==> src/rtl/pipe_hazard_ctrl.sv <==
// Stall/flush sequencer for the 5-stage RV32 pipeline: post-reset fill, LSU wait
// states with timeout, load-use bubbles and taken-branch redirects, plus perf counters.
module pipe_hazard_ctrl #(
  parameter int unsigned INIT_CYCLES = 4,
  parameter int unsigned MEM_TIMEOUT = 64,
  parameter int unsigned CNT_W       = 32
) (
  input  logic             clk_i,
  input  logic             reset_ni,
  input  logic [4:0]       id_rs1_addr_i,
  input  logic [4:0]       id_rs2_addr_i,
  input  logic             id_rs1_used_i,
  input  logic             id_rs2_used_i,
  input  logic [4:0]       ex_rd_addr_i,
  input  logic             ex_rd_wren_i,
  input  logic             ex_is_load_i,
  input  logic             ex_br_taken_i,
  input  logic             mem_req_i,
  input  logic             dmem_ready_i,
  output logic             pc_en_o,
  output logic             if_id_en_o,
  output logic             if_id_flush_o,
  output logic             id_ex_en_o,
  output logic             id_ex_flush_o,
  output logic             ex_mem_en_o,
  output logic             mem_wb_en_o,
  output logic             mem_wb_flush_o,
  output logic [CNT_W-1:0] stall_cnt_o,
  output logic [CNT_W-1:0] flush_cnt_o,
  output logic             timeout_err_o
);

  localparam int unsigned WAIT_W = $clog2(MEM_TIMEOUT + 1);
  localparam int unsigned INIT_W = (INIT_CYCLES > 1) ? $clog2(INIT_CYCLES) : 1;
  localparam logic [INIT_W-1:0] INIT_LAST = INIT_W'(INIT_CYCLES - 1);
  localparam logic [WAIT_W-1:0] WAIT_LAST = WAIT_W'(MEM_TIMEOUT - 1);

  typedef enum logic [1:0] {
    ST_INIT     = 2'd0,
    ST_RUN      = 2'd1,
    ST_MEM_WAIT = 2'd2
  } state_t;

  state_t            state_q, state_d;
  logic [INIT_W-1:0] init_q, init_d;
  logic [WAIT_W-1:0] wait_q, wait_d;
  logic              err_q, err_d;
  logic [CNT_W-1:0]  stall_q, flush_q;
  logic              stall_inc, flush_inc;

  logic memstall, loaduse, rs1_hit, rs2_hit, timeout, stall_now;

  assign memstall = mem_req_i & ~dmem_ready_i;
  assign rs1_hit  = id_rs1_used_i & (id_rs1_addr_i == ex_rd_addr_i);
  assign rs2_hit  = id_rs2_used_i & (id_rs2_addr_i == ex_rd_addr_i);
  assign loaduse  = ex_is_load_i & ex_rd_wren_i & (ex_rd_addr_i != 5'd0) & (rs1_hit | rs2_hit);

  // The MEM_TIMEOUT-th consecutive wait cycle is released as if the LSU were ready.
  assign timeout   = (state_q == ST_MEM_WAIT) & memstall & (wait_q >= WAIT_LAST);
  assign stall_now = memstall & ~timeout;

  always_comb begin
    // NOTE: every output and next-state value gets a default first, so no path
    // through the case below can leave one unassigned and infer a latch.
    pc_en_o        = 1'b1;
    if_id_en_o     = 1'b1;
    if_id_flush_o  = 1'b0;
    id_ex_en_o     = 1'b1;
    id_ex_flush_o  = 1'b0;
    ex_mem_en_o    = 1'b1;
    mem_wb_en_o    = 1'b1;
    mem_wb_flush_o = 1'b0;
    state_d        = state_q;
    init_d         = init_q;
    wait_d         = wait_q;
    err_d          = err_q;
    flush_inc      = 1'b0;

    case (state_q)
      ST_INIT: begin
        pc_en_o        = 1'b0;
        if_id_flush_o  = 1'b1;
        id_ex_flush_o  = 1'b1;
        mem_wb_flush_o = 1'b1;
        if (init_q == INIT_LAST) begin
          state_d = ST_RUN;
        end else begin
          init_d = init_q + INIT_W'(1);
        end
      end

      default: begin
        if (timeout) begin
          err_d = 1'b1;
        end

        if (stall_now) begin
          pc_en_o        = 1'b0;
          if_id_en_o     = 1'b0;
          id_ex_en_o     = 1'b0;
          ex_mem_en_o    = 1'b0;
          mem_wb_flush_o = 1'b1;
          state_d        = ST_MEM_WAIT;
          wait_d         = (state_q == ST_MEM_WAIT) ? wait_q + WAIT_W'(1) : WAIT_W'(1);
        end else begin
          state_d = ST_RUN;
          wait_d  = '0;
          // Branch outranks load-use: the dependent instruction in ID is killed anyway.
          if (ex_br_taken_i) begin
            if_id_flush_o = 1'b1;
            id_ex_flush_o = 1'b1;
            flush_inc     = 1'b1;
          end else if (loaduse) begin
            pc_en_o       = 1'b0;
            if_id_en_o    = 1'b0;
            id_ex_flush_o = 1'b1;
          end
        end
      end
    endcase
  end

  assign stall_inc = (state_q != ST_INIT) & ~pc_en_o;

  // NOTE: sequential state uses non-blocking assignments so every register
  // samples the pre-edge values, independent of statement order.
  always_ff @(posedge clk_i) begin
    if (!reset_ni) begin
      state_q <= ST_INIT;
      init_q  <= '0;
      wait_q  <= '0;
      err_q   <= 1'b0;
      stall_q <= '0;
      flush_q <= '0;
    end else begin
      state_q <= state_d;
      init_q  <= init_d;
      wait_q  <= wait_d;
      err_q   <= err_d;
      if (stall_inc) stall_q <= stall_q + CNT_W'(1);
      if (flush_inc) flush_q <= flush_q + CNT_W'(1);
    end
  end

  assign stall_cnt_o   = stall_q;
  assign flush_cnt_o   = flush_q;
  assign timeout_err_o = err_q;

endmodule

==> config.mk <==
export PLATFORM = sky130hd
export DESIGN_NAME = pipe_hazard_ctrl
export DESIGN_NICKNAME = d
export VERILOG_FILES = /design/src/rtl/pipe_hazard_ctrl.sv
export SDC_FILE = /design/constraint.sdc
export NUM_CORES = 1
export LEC_CHECK = 0
export ABC_AREA = 1
export BUFFER_PORTS_ARGS = -buffer_cell sky130_fd_sc_hd__buf_2
export CAP_MARGIN = 20
export CELL_PAD_IN_SITES_DETAIL_PLACEMENT = 0
export CELL_PAD_IN_SITES_GLOBAL_PLACEMENT = 1
export CORE_ASPECT_RATIO = 1.4
export CORE_UTILIZATION = 41
export CTS_BUF_LIST = sky130_fd_sc_hd__clkbuf_4 sky130_fd_sc_hd__clkbuf_8 sky130_fd_sc_hd__clkbuf_16
export CTS_CLUSTER_DIAMETER = 80
export DETAILED_ROUTE_END_ITERATION = 10
export HOLD_SLACK_MARGIN = 0.08
export PLACE_DENSITY = 0.83
export SYNTH_ARGS = -nofsm -noshare
export SYNTH_HDL_FRONTEND = slang
export SYNTH_SLANG_ARGS = --single-unit
==> constraint.sdc <==
create_clock -name clk_i -period 4.95 [get_ports clk_i]
set_clock_uncertainty 0.05 [all_clocks]
set_input_delay 0.495 -clock clk_i [delete_from_list [all_inputs] [get_ports clk_i]]
set_output_delay 0.495 -clock clk_i [all_outputs]
set_load 0.02 [all_outputs]
==> summary.txt <==
Logic synthesis
  – Mapped Avg Cell Area: 6.18 um2
  – XOR/XNOR share of the synthesized area: 5.37%
  – Adder-Cell Fraction of Synth Area: 1.10%
  – Post-Synth Simple-Gate Area: 42.9%
  – Seq cells post-synth: 76
  – Synth warn: 0
  – Sequential area share after synthesis: 33.3%
  – Syn Inst Count: 738
  – Mux cell area share after synthesis: 0%
  – Compound-cell area share of the yosys netlist: 8.74%
  – Syn_nets: 766
  – Netlist area before placement: 0.00456 mm2
  – Main combinational cell family by area after synthesis: simple AND/OR/NAND/NOR gates
  – Synth cell types: 36

Global route
  – GRT overflow: 0
  – First-pass GRT wire length: 20700 um
  – GRT Total Usage: 22.3%
  – Initial antenna violation count: 0
  – Largest net degree at the start of global routing: 62
  – Number of global-route vias before repair: 4543

Setup path
  – Worst EP arrival: 2.66 ns
  – Worst Path Max Fanout: 61
  – Kind of critical path: reg2out
  – Worst EP required: 4.41 ns
  – Crit end category: output port
  – Critical Path Source Type: register

Clocking
  – Max Root-Sink Buffers: 2
  – Clock-pin slew reported for the worst setup and hold paths after clock tree synthesis: 0.06 ns
  – TritonCTS sink count: 76
  – Clock Latency Late Sink: 0.34 ns
  – Total CTS buffers: 9
  – CTS tree: yes
  – Root buffer cell: clkbuf_16
  – # H-tree levels: 3
  – Setup repair bufs after CTS: 0
  – Post-CTS sizing: 0
  – Cts hold-fix bufs: 0

STA
  – Max-slew headroom: 32.8%
  – Max-slew violations: 0
  – Final Hold Viols: 0
  – Min cycle time layout: 3.20 ns
  – Slew @ Worst Pin: 1.00 ns
  – RSZ-0062 raised after global routing: no
  – Max Fclk: 312 MHz
  – Final setup margin: 1.75 ns
  – Final setup viols: 0
  – Tcrit/Tclk final: 64.7%
  – Setup total negative slack: 0 ns

Layout
  – Ratio of cells with drive above 1 in the final layout: 15.1%
  – # diodes: 0
  – Commonest cells after routing, fill and taps aside: 229 x nand2_1, 126 x nor2_1, 95 x buf_2
  – Nets: 850
  – Area grow syn2layout: 18.6%
  – Finished Cell Area: 0.00541 mm2
  – Most common cell after layout, fill and taps aside: nand2_1

Power and ir drop
  – Peak supply drop: 224 uV
  – Total power divided by cell area: 276 mW/mm2
  – LEAKAGE: 2.40 nW

Detailed routing
  – Antenna viol nets, final: 0
  – Vias: 4838
  – DRC Markers: 0
  – First-pass DRT Iterations: 5
  – Vias per Instance: 5.00
  – Routed len/inst: 12.8 um
  – Drt first-iter violations: 230
  – Drt total wl: 12400 um

Die
  – Core Box Area: 0.0109 mm2
  – Die W: 91.2 um
  – Die height: 127 um
  – I/O Pins: 97
  – Rows: 45
  – Die area: 0.0116 mm2
  – Initial Util: 42.0%

Placement
  – Gpl congestion: 0.908
  – Port Buf Inserts: 95
  – Dpl ws: 2.01 ns
  – Area of placed instances: 0.00509 mm2
  – DP HPWL: 9190 um

Min path
  – Hold WC Path Type: reg2reg

Status
  – Status: complete, no violations

Run
  – Max_cap viols: 0
[power breakdown]
group	internal (mW)	leakage (nW)	total, mW	switching, mW
Clock	0.445	0.158	0.706	0.261
Combinational	0.0439	1.63	0.155	0.111
Sequential	0.624	0.613	0.632	0.00805
Total	1.11	2.40	1.49	0.380
[cell usage after synthesis (all sizes together)]
cell	number	share of area [%]
o21bai	2	0.41
nand3b	7	1.2
clkinv	1	0.11
and3	1	0.14
xnor2	10	1.9
nand3	64	7.3
nand2	232	19
or2	1	0.14
conb	1	0.082
ha	4	1.1
a21oi	63	6.9
xor2	18	3.5
nand4	8	1.1
and2	1	0.14
o21ai	6	0.66
nor3	20	2.5
nor2	129	11
o211ai	1	0.16
a211oi	1	0.16
inv	66	5.4
clkbuf	8	0.66
o211a	2	0.44
dfxtp	76	33
nor4	1	0.27
buf	15	2.3
[layout make-up]
| class | count | area [um2] |
|---|---|---|
| Fill cell | 1176 | 5450 |
| Multi-Input combinational cell | 572 | 2660 |
| Sequential cell | 76 | 1520 |
| Timing Repair Buffer | 96 | 483 |
| Clock buffer | 13 | 280 |
| Inverter | 67 | 253 |
| Tap cell | 141 | 176 |
| Clock inverter | 3 | 42.5 |
[sequential cells by signal, indices dropped and copies added, names as in the netlist]
name,count
flush_cnt_o,32
init_q,2
stall_cnt_o,32
state_q,2
timeout_err_o,1
wait_q,7
[logic make-up after synthesis]
family / after synthesis
buffers and inverters: 90
and+or+nand+nor: 464
other: 1
xor gates and xnor gates: 28
DFF: 76
AOI/OAI and AO/OA: 75
adders and majority gates: 4
[worst max-delay path, cell delays in order (launching register included)]
cell and delay (ns):
dfxtp_1 0.32, ha_1 0.21, nand2_1 0.07, inv_1 0.05, nand3_1 0.09, nand3_1 0.11, nand2_2 0.10, nand2_4 0.09
nand2_2 0.74, nand2_1 0.27, buf_2 0.25
[per-stage QoR]
stage          hold WS, ns  power, mW  util [%]  cells
6_report             0.399       1.49      49.8    968
5_1_grt              0.446       1.55      49.8    968
4_1_cts              0.404       1.51      49.8    968
3_5_place_dp         0.395      0.804      46.8    952
3_3_place_gp         0.385      0.799      46.8    952
2_1_floorplan        0.394      0.762         -    738
[per-layer routing]
layer  GRT usage, %  up-vias  share of wire (%)
met1           22.4     2194                 39
li1               -     2512                  -
met4           13.2        0                4.1
met3           2.76       28                3.0
met5              0        -                  0
met2           43.4      104                 54
[worst paths after layout]
path | from | endpoint | slack, ns | cells past startpoint
setup reg to reg | wait_q[0] | stall_cnt_o[1] | 2.48 | 12
hold / removal | timeout_err_o | timeout_err_o | 0.40 | 2
setup / recovery | wait_q[0] | if_id_en_o | 1.75 | 10
hold reg to reg | timeout_err_o | timeout_err_o | 0.40 | 2
Note: power is estimated with default switching activity, not from simulation.
